--- src/rtl/vga_timing_gen.sv ---
// Parametrised VGA raster timing: counters, registered sync/blank aligned with hpos/vpos,
// pix_en-qualified strobes, frame counter. Define VGA_TIMING_PREFETCH_EN for the look-ahead port.
`timescale 1ns/1ps

module vga_timing_gen #(
  parameter int unsigned H_ACTIVE = 640,
  parameter int unsigned H_FP     = 16,
  parameter int unsigned H_SYNC   = 96,
  parameter int unsigned H_BP     = 48,
  parameter int unsigned V_ACTIVE = 480,
  parameter int unsigned V_FP     = 10,
  parameter int unsigned V_SYNC   = 2,
  parameter int unsigned V_BP     = 33,
  parameter bit          H_POL    = 1'b0,
  parameter bit          V_POL    = 1'b0,
  parameter int unsigned HW       = 10,
  parameter int unsigned VW       = 10,
  parameter int unsigned PF_LEAD  = 2
) (
  input  logic          clk,
  input  logic          nRst,
  input  logic          pix_en,
  output logic [HW-1:0] hpos,
  output logic [VW-1:0] vpos,
  output logic          hsync,
  output logic          vsync,
  output logic          hactive,
  output logic          vactive,
  output logic          active,
  output logic          line_pulse,
  output logic          frame_pulse,
  output logic [7:0]    frame_cnt,
  output logic          fetch_act,
  output logic [HW-1:0] fetch_x,
  output logic [VW-1:0] fetch_y
);

  localparam int unsigned H_TOTAL = H_ACTIVE + H_FP + H_SYNC + H_BP;
  localparam int unsigned V_TOTAL = V_ACTIVE + V_FP + V_SYNC + V_BP;

  // Bad geometry must stop elaboration rather than produce a silently wrapping raster.
  if (H_ACTIVE == 0 || H_SYNC == 0 || V_ACTIVE == 0 || V_SYNC == 0) begin : g_bad_zero
    $error("vga_timing_gen: active and sync widths must be non-zero");
  end
  if (HW == 0 || ((H_TOTAL - 1) >> HW) != 0) begin : g_bad_hw
    $error("vga_timing_gen: HW too narrow for H_TOTAL-1");
  end
  if (VW == 0 || ((V_TOTAL - 1) >> VW) != 0) begin : g_bad_vw
    $error("vga_timing_gen: VW too narrow for V_TOTAL-1");
  end

  localparam logic [HW-1:0] H_LAST     = HW'(H_TOTAL - 1);
  localparam logic [VW-1:0] V_LAST     = VW'(V_TOTAL - 1);
  localparam logic [HW-1:0] H_ACT_LAST = HW'(H_ACTIVE - 1);
  localparam logic [VW-1:0] V_ACT_LAST = VW'(V_ACTIVE - 1);
  localparam logic [HW-1:0] HS_FIRST   = HW'(H_ACTIVE + H_FP);
  localparam logic [HW-1:0] HS_LAST    = HW'(H_ACTIVE + H_FP + H_SYNC - 1);
  localparam logic [VW-1:0] VS_FIRST   = VW'(V_ACTIVE + V_FP);
  localparam logic [VW-1:0] VS_LAST    = VW'(V_ACTIVE + V_FP + V_SYNC - 1);

  logic [HW-1:0] hpos_q, hpos_d;
  logic [VW-1:0] vpos_q, vpos_d;
  logic          hsync_q, hsync_d;
  logic          vsync_q, vsync_d;
  logic          hactive_q, hactive_d;
  logic          vactive_q, vactive_d;
  logic [7:0]    frame_cnt_q, frame_cnt_d;
  logic          h_wrap, v_wrap;

  assign h_wrap = (hpos_q == H_LAST);
  assign v_wrap = (vpos_q == V_LAST);

  always_comb begin
    hpos_d      = hpos_q;
    vpos_d      = vpos_q;
    frame_cnt_d = frame_cnt_q;
    if (pix_en) begin
      if (h_wrap) begin
        hpos_d = '0;
        if (v_wrap) begin
          vpos_d      = '0;
          frame_cnt_d = frame_cnt_q + 8'd1;
        end else begin
          vpos_d = vpos_q + VW'(1);
        end
      end else begin
        hpos_d = hpos_q + HW'(1);
      end
    end
  end

  // Decoding the next counter values keeps sync/blank in the same cycle as hpos/vpos.
  always_comb begin
    hsync_d   = ((hpos_d >= HS_FIRST) && (hpos_d <= HS_LAST)) ? H_POL : ~H_POL;
    vsync_d   = ((vpos_d >= VS_FIRST) && (vpos_d <= VS_LAST)) ? V_POL : ~V_POL;
    hactive_d = (hpos_d <= H_ACT_LAST);
    vactive_d = (vpos_d <= V_ACT_LAST);
  end

  always_ff @(posedge clk) begin
    if (!nRst) begin
      hpos_q      <= '0;
      vpos_q      <= '0;
      hsync_q     <= ~H_POL;
      vsync_q     <= ~V_POL;
      hactive_q   <= 1'b1;
      vactive_q   <= 1'b1;
      frame_cnt_q <= 8'd0;
    end else begin
      hpos_q      <= hpos_d;
      vpos_q      <= vpos_d;
      hsync_q     <= hsync_d;
      vsync_q     <= vsync_d;
      hactive_q   <= hactive_d;
      vactive_q   <= vactive_d;
      frame_cnt_q <= frame_cnt_d;
    end
  end

  assign hpos        = hpos_q;
  assign vpos        = vpos_q;
  assign hsync       = hsync_q;
  assign vsync       = vsync_q;
  assign hactive     = hactive_q;
  assign vactive     = vactive_q;
  assign active      = hactive_q & vactive_q;
  assign line_pulse  = pix_en & h_wrap;
  assign frame_pulse = pix_en & h_wrap & v_wrap;
  assign frame_cnt   = frame_cnt_q;

`ifdef VGA_TIMING_PREFETCH_EN
  if (PF_LEAD == 0 || PF_LEAD > H_FP + H_SYNC + H_BP) begin : g_bad_pf
    $error("vga_timing_gen: PF_LEAD out of range");
  end

  localparam logic [HW-1:0] FX_RST  = HW'(PF_LEAD);
  localparam logic          FA_RST  = (PF_LEAD < H_ACTIVE);

  logic [HW-1:0] fx_q, fx_d;
  logic [VW-1:0] fy_q, fy_d;
  logic          fa_q, fa_d;

  // Second raster counter held PF_LEAD ticks ahead; it wraps on its own line/frame boundary.
  always_comb begin
    fx_d = fx_q;
    fy_d = fy_q;
    if (pix_en) begin
      if (fx_q == H_LAST) begin
        fx_d = '0;
        fy_d = (fy_q == V_LAST) ? '0 : fy_q + VW'(1);
      end else begin
        fx_d = fx_q + HW'(1);
      end
    end
    fa_d = (fx_d <= H_ACT_LAST) && (fy_d <= V_ACT_LAST);
  end

  always_ff @(posedge clk) begin
    if (!nRst) begin
      fx_q <= FX_RST;
      fy_q <= '0;
      fa_q <= FA_RST;
    end else begin
      fx_q <= fx_d;
      fy_q <= fy_d;
      fa_q <= fa_d;
    end
  end

  assign fetch_act = fa_q;
  assign fetch_x   = fx_q;
  assign fetch_y   = fy_q;
`else
  assign fetch_act = 1'b0;
  assign fetch_x   = '0;
  assign fetch_y   = '0;
`endif

endmodule

--- config.mk ---
export PLATFORM = sky130hd
export DESIGN_NAME = vga_timing_gen
export DESIGN_NICKNAME = d
export VERILOG_FILES = /design/src/rtl/vga_timing_gen.sv
export SDC_FILE = /design/constraint.sdc
export NUM_CORES = 1
export LEC_CHECK = 0
export ABC_CLOCK_PERIOD_IN_PS = 2400
export CORE_MARGIN = 2
export CORE_UTILIZATION = 46
export CTS_CLUSTER_SIZE = 8
export DETAILED_ROUTE_END_ITERATION = 6
export GPL_TIMING_DRIVEN = 0
export PLACE_DENSITY_LB_ADDON = 0.12
export SETUP_SLACK_MARGIN = 0.2
export SLEW_MARGIN = 20
export SYNTH_ARGS = -nofsm -noshare
export SYNTH_HDL_FRONTEND = slang
export SYNTH_SLANG_ARGS = --single-unit
--- constraint.sdc ---
create_clock -name clk -period 2.4 [get_ports clk]
set_input_delay 0.48 -clock clk [delete_from_list [all_inputs] [get_ports clk]]
set_output_delay 0.48 -clock clk [all_outputs]
set_load 0.005 [all_outputs]
==> impl_metrics.ini <==
[global_routing]
overflow = 0
grt_start_max_net_pins = 11
grt_util_all_layers = 0.190
grt_pass1_wl_um = 6340
grt_pass1_vias = 1353
antenna_found_initial = 0

[critical_path]
criticalPathCategory = reg -> out
critPathTopFamily = simple AND/OR/NAND/NOR gates
cpPeakStageDelay_ns = 0.51
required_ns = 1.92
arrival_ns = 1.90
path_buf_inv = 3
cp-start-kind = flop
cp_cell_sequence = buf_6 -> or4b_4 -> or3_4 -> buf_6 -> nor2_4 -> buf_2
cp_common_cell = buf_6
path_depth = 6
critical_path.slowest_cell = or4b_4
end_kind = output port
worst_r2r_path_depth = 8
path_max_fanout = 4

[final_layout]
nets = 288
layout_commonest_cell = clkdlybuf4s50_1
syn_to_final_growth_pct = 40.1
final_cell_mix = clkdlybuf4s50_1 (34), dfxtp_1 (31), buf_4 (26), conb_1 (21), nor2_1 (15)
utilization = 0.680
nFillCells = 326
register_area_um2 = 642
multiInputGateArea_mm2 = 0.00110
antenna_cells = 0
drive_gt1_frac = 0.202

[timing]
setup-violations-final = 0
fmaxAchievable_mhz = 420
rsz0062_at_grt = yes
setup_tns_ns = 0
period_share = 0.992
final_hold_viol_count = 0
period_minus_slack_ns = 2.38
skew_ns = 0.00356
drv_slew = 0

[clocking]
cts_root_buf = clkbuf_8
cts.clk_slew.worst_paths_ns = 0.07
htreeDepth = 2
cts_num_sinks = 32
cts_buffers = 5
worstSkewPairLatency_ns = 0.28
cts_max_path_buffers = 2
cts_tree = built
postCtsHoldBufs = 0

[yosys]
ys.warnings.count = 0
syn_area_mm2 = 0.00179
synth.avg_cell_area_um2 = 8.41
yosysSeqAreaShare = 0.358
synth_cells = 213
ys_types = 42
synth_seq_cells = 32

[power]
power.density_mw_per_mm2 = 410
power_leakage_nw = 0.998
vdd_ir_drop_max_mv = 0.243

[floorplanning]
die_x_um = 66.4
die-area_mm2 = 0.00441
core_area_mm2 = 0.00369
io_pins = 59
die_h_um = 66.4
rows = 22
start_util = 0.485

[placement]
hpwl_um = 2740
port_buffers = 36
globalplace.congestion = 0.863

[drt]
first_pass_iters = 4
antenna_left = 0
viasPerCell = 4.92
drc = 0
wl_per_cell_um = 12.0
wirelength_um = 3970
vias = 1622
initialDrtViolationCount = 66

[job]
maxCapViolations = 0

[hold_path]
whs_path_depth = 2
hold_path_class = reg -> reg

[status]
status = complete, no violations
==> area by class of cell <==
class,count,area share
sequential,32,0.256
multi-input combinational,167,0.437
inverter,5,0.00848
tap,48,0.0239
buffer,29,0.0813
clock buffer,8,0.0359
timing repair buffer,41,0.157
==> flip-flops by register name (all words and copies together), names as in the netlist <==
name,count
hsync,1
vpos,10
hactive,1
frame_cnt,8
hpos,10
vsync,1
vactive,1
==> per-stage QoR <==
stage	cell area (um^2)	worst slack (ns)	total power, W	hold slack (ns)	instances
floorplan	1870	0.244	0.000600	0.497	233
global placement	2290	-0.321	0.000614	0.507	317
detailed placement	2290	-0.330	0.000614	0.521	317
CTS	2470	0.0161	0.00104	0.530	330
global route	2510	-0.0478	0.00108	0.542	330
finish	2510	0.0202	0.00103	0.524	330
==> worst register-to-register path: stages (launching register included) <==
cell,delay [ns]
dfxtp_2,0.32
buf_6,0.11
or4b_4,0.51
buf_4,0.17
nor3_4,0.27
nand3_2,0.13
xor2_2,0.18
nor4b_2,0.35
nand4_1,0.15
==> synthesized netlist by cell type (all sizes together) <==
library cell / instances / share of area
and4b: 1 / 0.0056
nor3: 6 / 0.017
xnor2: 9 / 0.044
inv: 5 / 0.010
and4: 2 / 0.0098
nor2b: 3 / 0.010
nor4b: 2 / 0.013
nor4: 1 / 0.0035
buf: 23 / 0.097
nor3b: 1 / 0.0042
a31oi: 1 / 0.0035
a21o: 1 / 0.0042
dfxtp: 32 / 0.36
and3: 4 / 0.014
mux2i: 2 / 0.011
and2: 12 / 0.042
nand2: 14 / 0.029
nand4: 10 / 0.035
o21ai: 10 / 0.028
a21oi: 7 / 0.020
ha: 4 / 0.028
or2: 1 / 0.0035
a311o: 1 / 0.0056
o22ai: 2 / 0.0070
a22oi: 1 / 0.0042
nor2: 16 / 0.038
nand3: 11 / 0.031
or4b: 1 / 0.0077
clkbuf: 6 / 0.013
or4: 1 / 0.0042
or3: 4 / 0.014
xor2: 10 / 0.049
conb: 1 / 0.0021
o32ai: 1 / 0.0049
a211oi: 2 / 0.0084
a21boi: 5 / 0.021
==> cell families (layout without fill, tap and decap cells) <==
| group | Yosys count | in the layout | synth area share |
|---|---|---|---|
| and+or+nand+nor | 90 | 90 | 0.282 |
| xor gates and xnor gates | 19 | 19 | 0.0929 |
| adders and majority gates | 4 | 4 | 0.0280 |
| AOI/OAI and AO/OA | 31 | 31 | 0.106 |
| other | 1 | 21 | 0.00209 |
| buffers and inverters | 34 | 83 | 0.120 |
| DFF | 32 | 32 | 0.358 |
| muxes | 2 | 2 | 0.0112 |
==> final timing paths <==
check,slack (ns),endpoint,startpoint
setup / recovery,0.02,frame_pulse,hpos[7]$_SDFF_PN0_
hold / removal,0.52,frame_cnt[1]$_SDFFE_PN0P_,frame_cnt[1]$_SDFFE_PN0P_
setup reg to reg,0.09,vsync$_SDFF_PN1_,hpos[7]$_SDFF_PN0_
hold reg to reg,0.52,frame_cnt[1]$_SDFFE_PN0P_,frame_cnt[1]$_SDFFE_PN0P_
==> routing by layer <==
| metal | vias up | part of all wire | track usage |
|---|---|---|---|
| li1 | 836 | - | - |
| met1 | 718 | 0.47 | 0.258 |
| met2 | 62 | 0.45 | 0.274 |
| met3 | 6 | 0.071 | 0.0630 |
| met4 | 0 | 0.017 | 0.0765 |
| met5 | - | 0 | 0 |
==> power by group <==
part / leakage [nW] / total [W] / switching [W] / internal (W)
combinational: 0.693 / 0.0000647 / 0.0000279 / 0.0000369
sequential: 0.259 / 0.000539 / 0.00000479 / 0.000535
clock: 0.0455 / 0.000423 / 0.000190 / 0.000234
total: 0.998 / 0.00103 / 0.000222 / 0.000805
==> timing repair <==
item                       4_1_cts  5_1_grt
gates resized for setup         23        8
buffers inserted                 5        0
pin swaps                        8        5
setup endpoints to repair       12       16
Power figures use the tool's default switching activity.
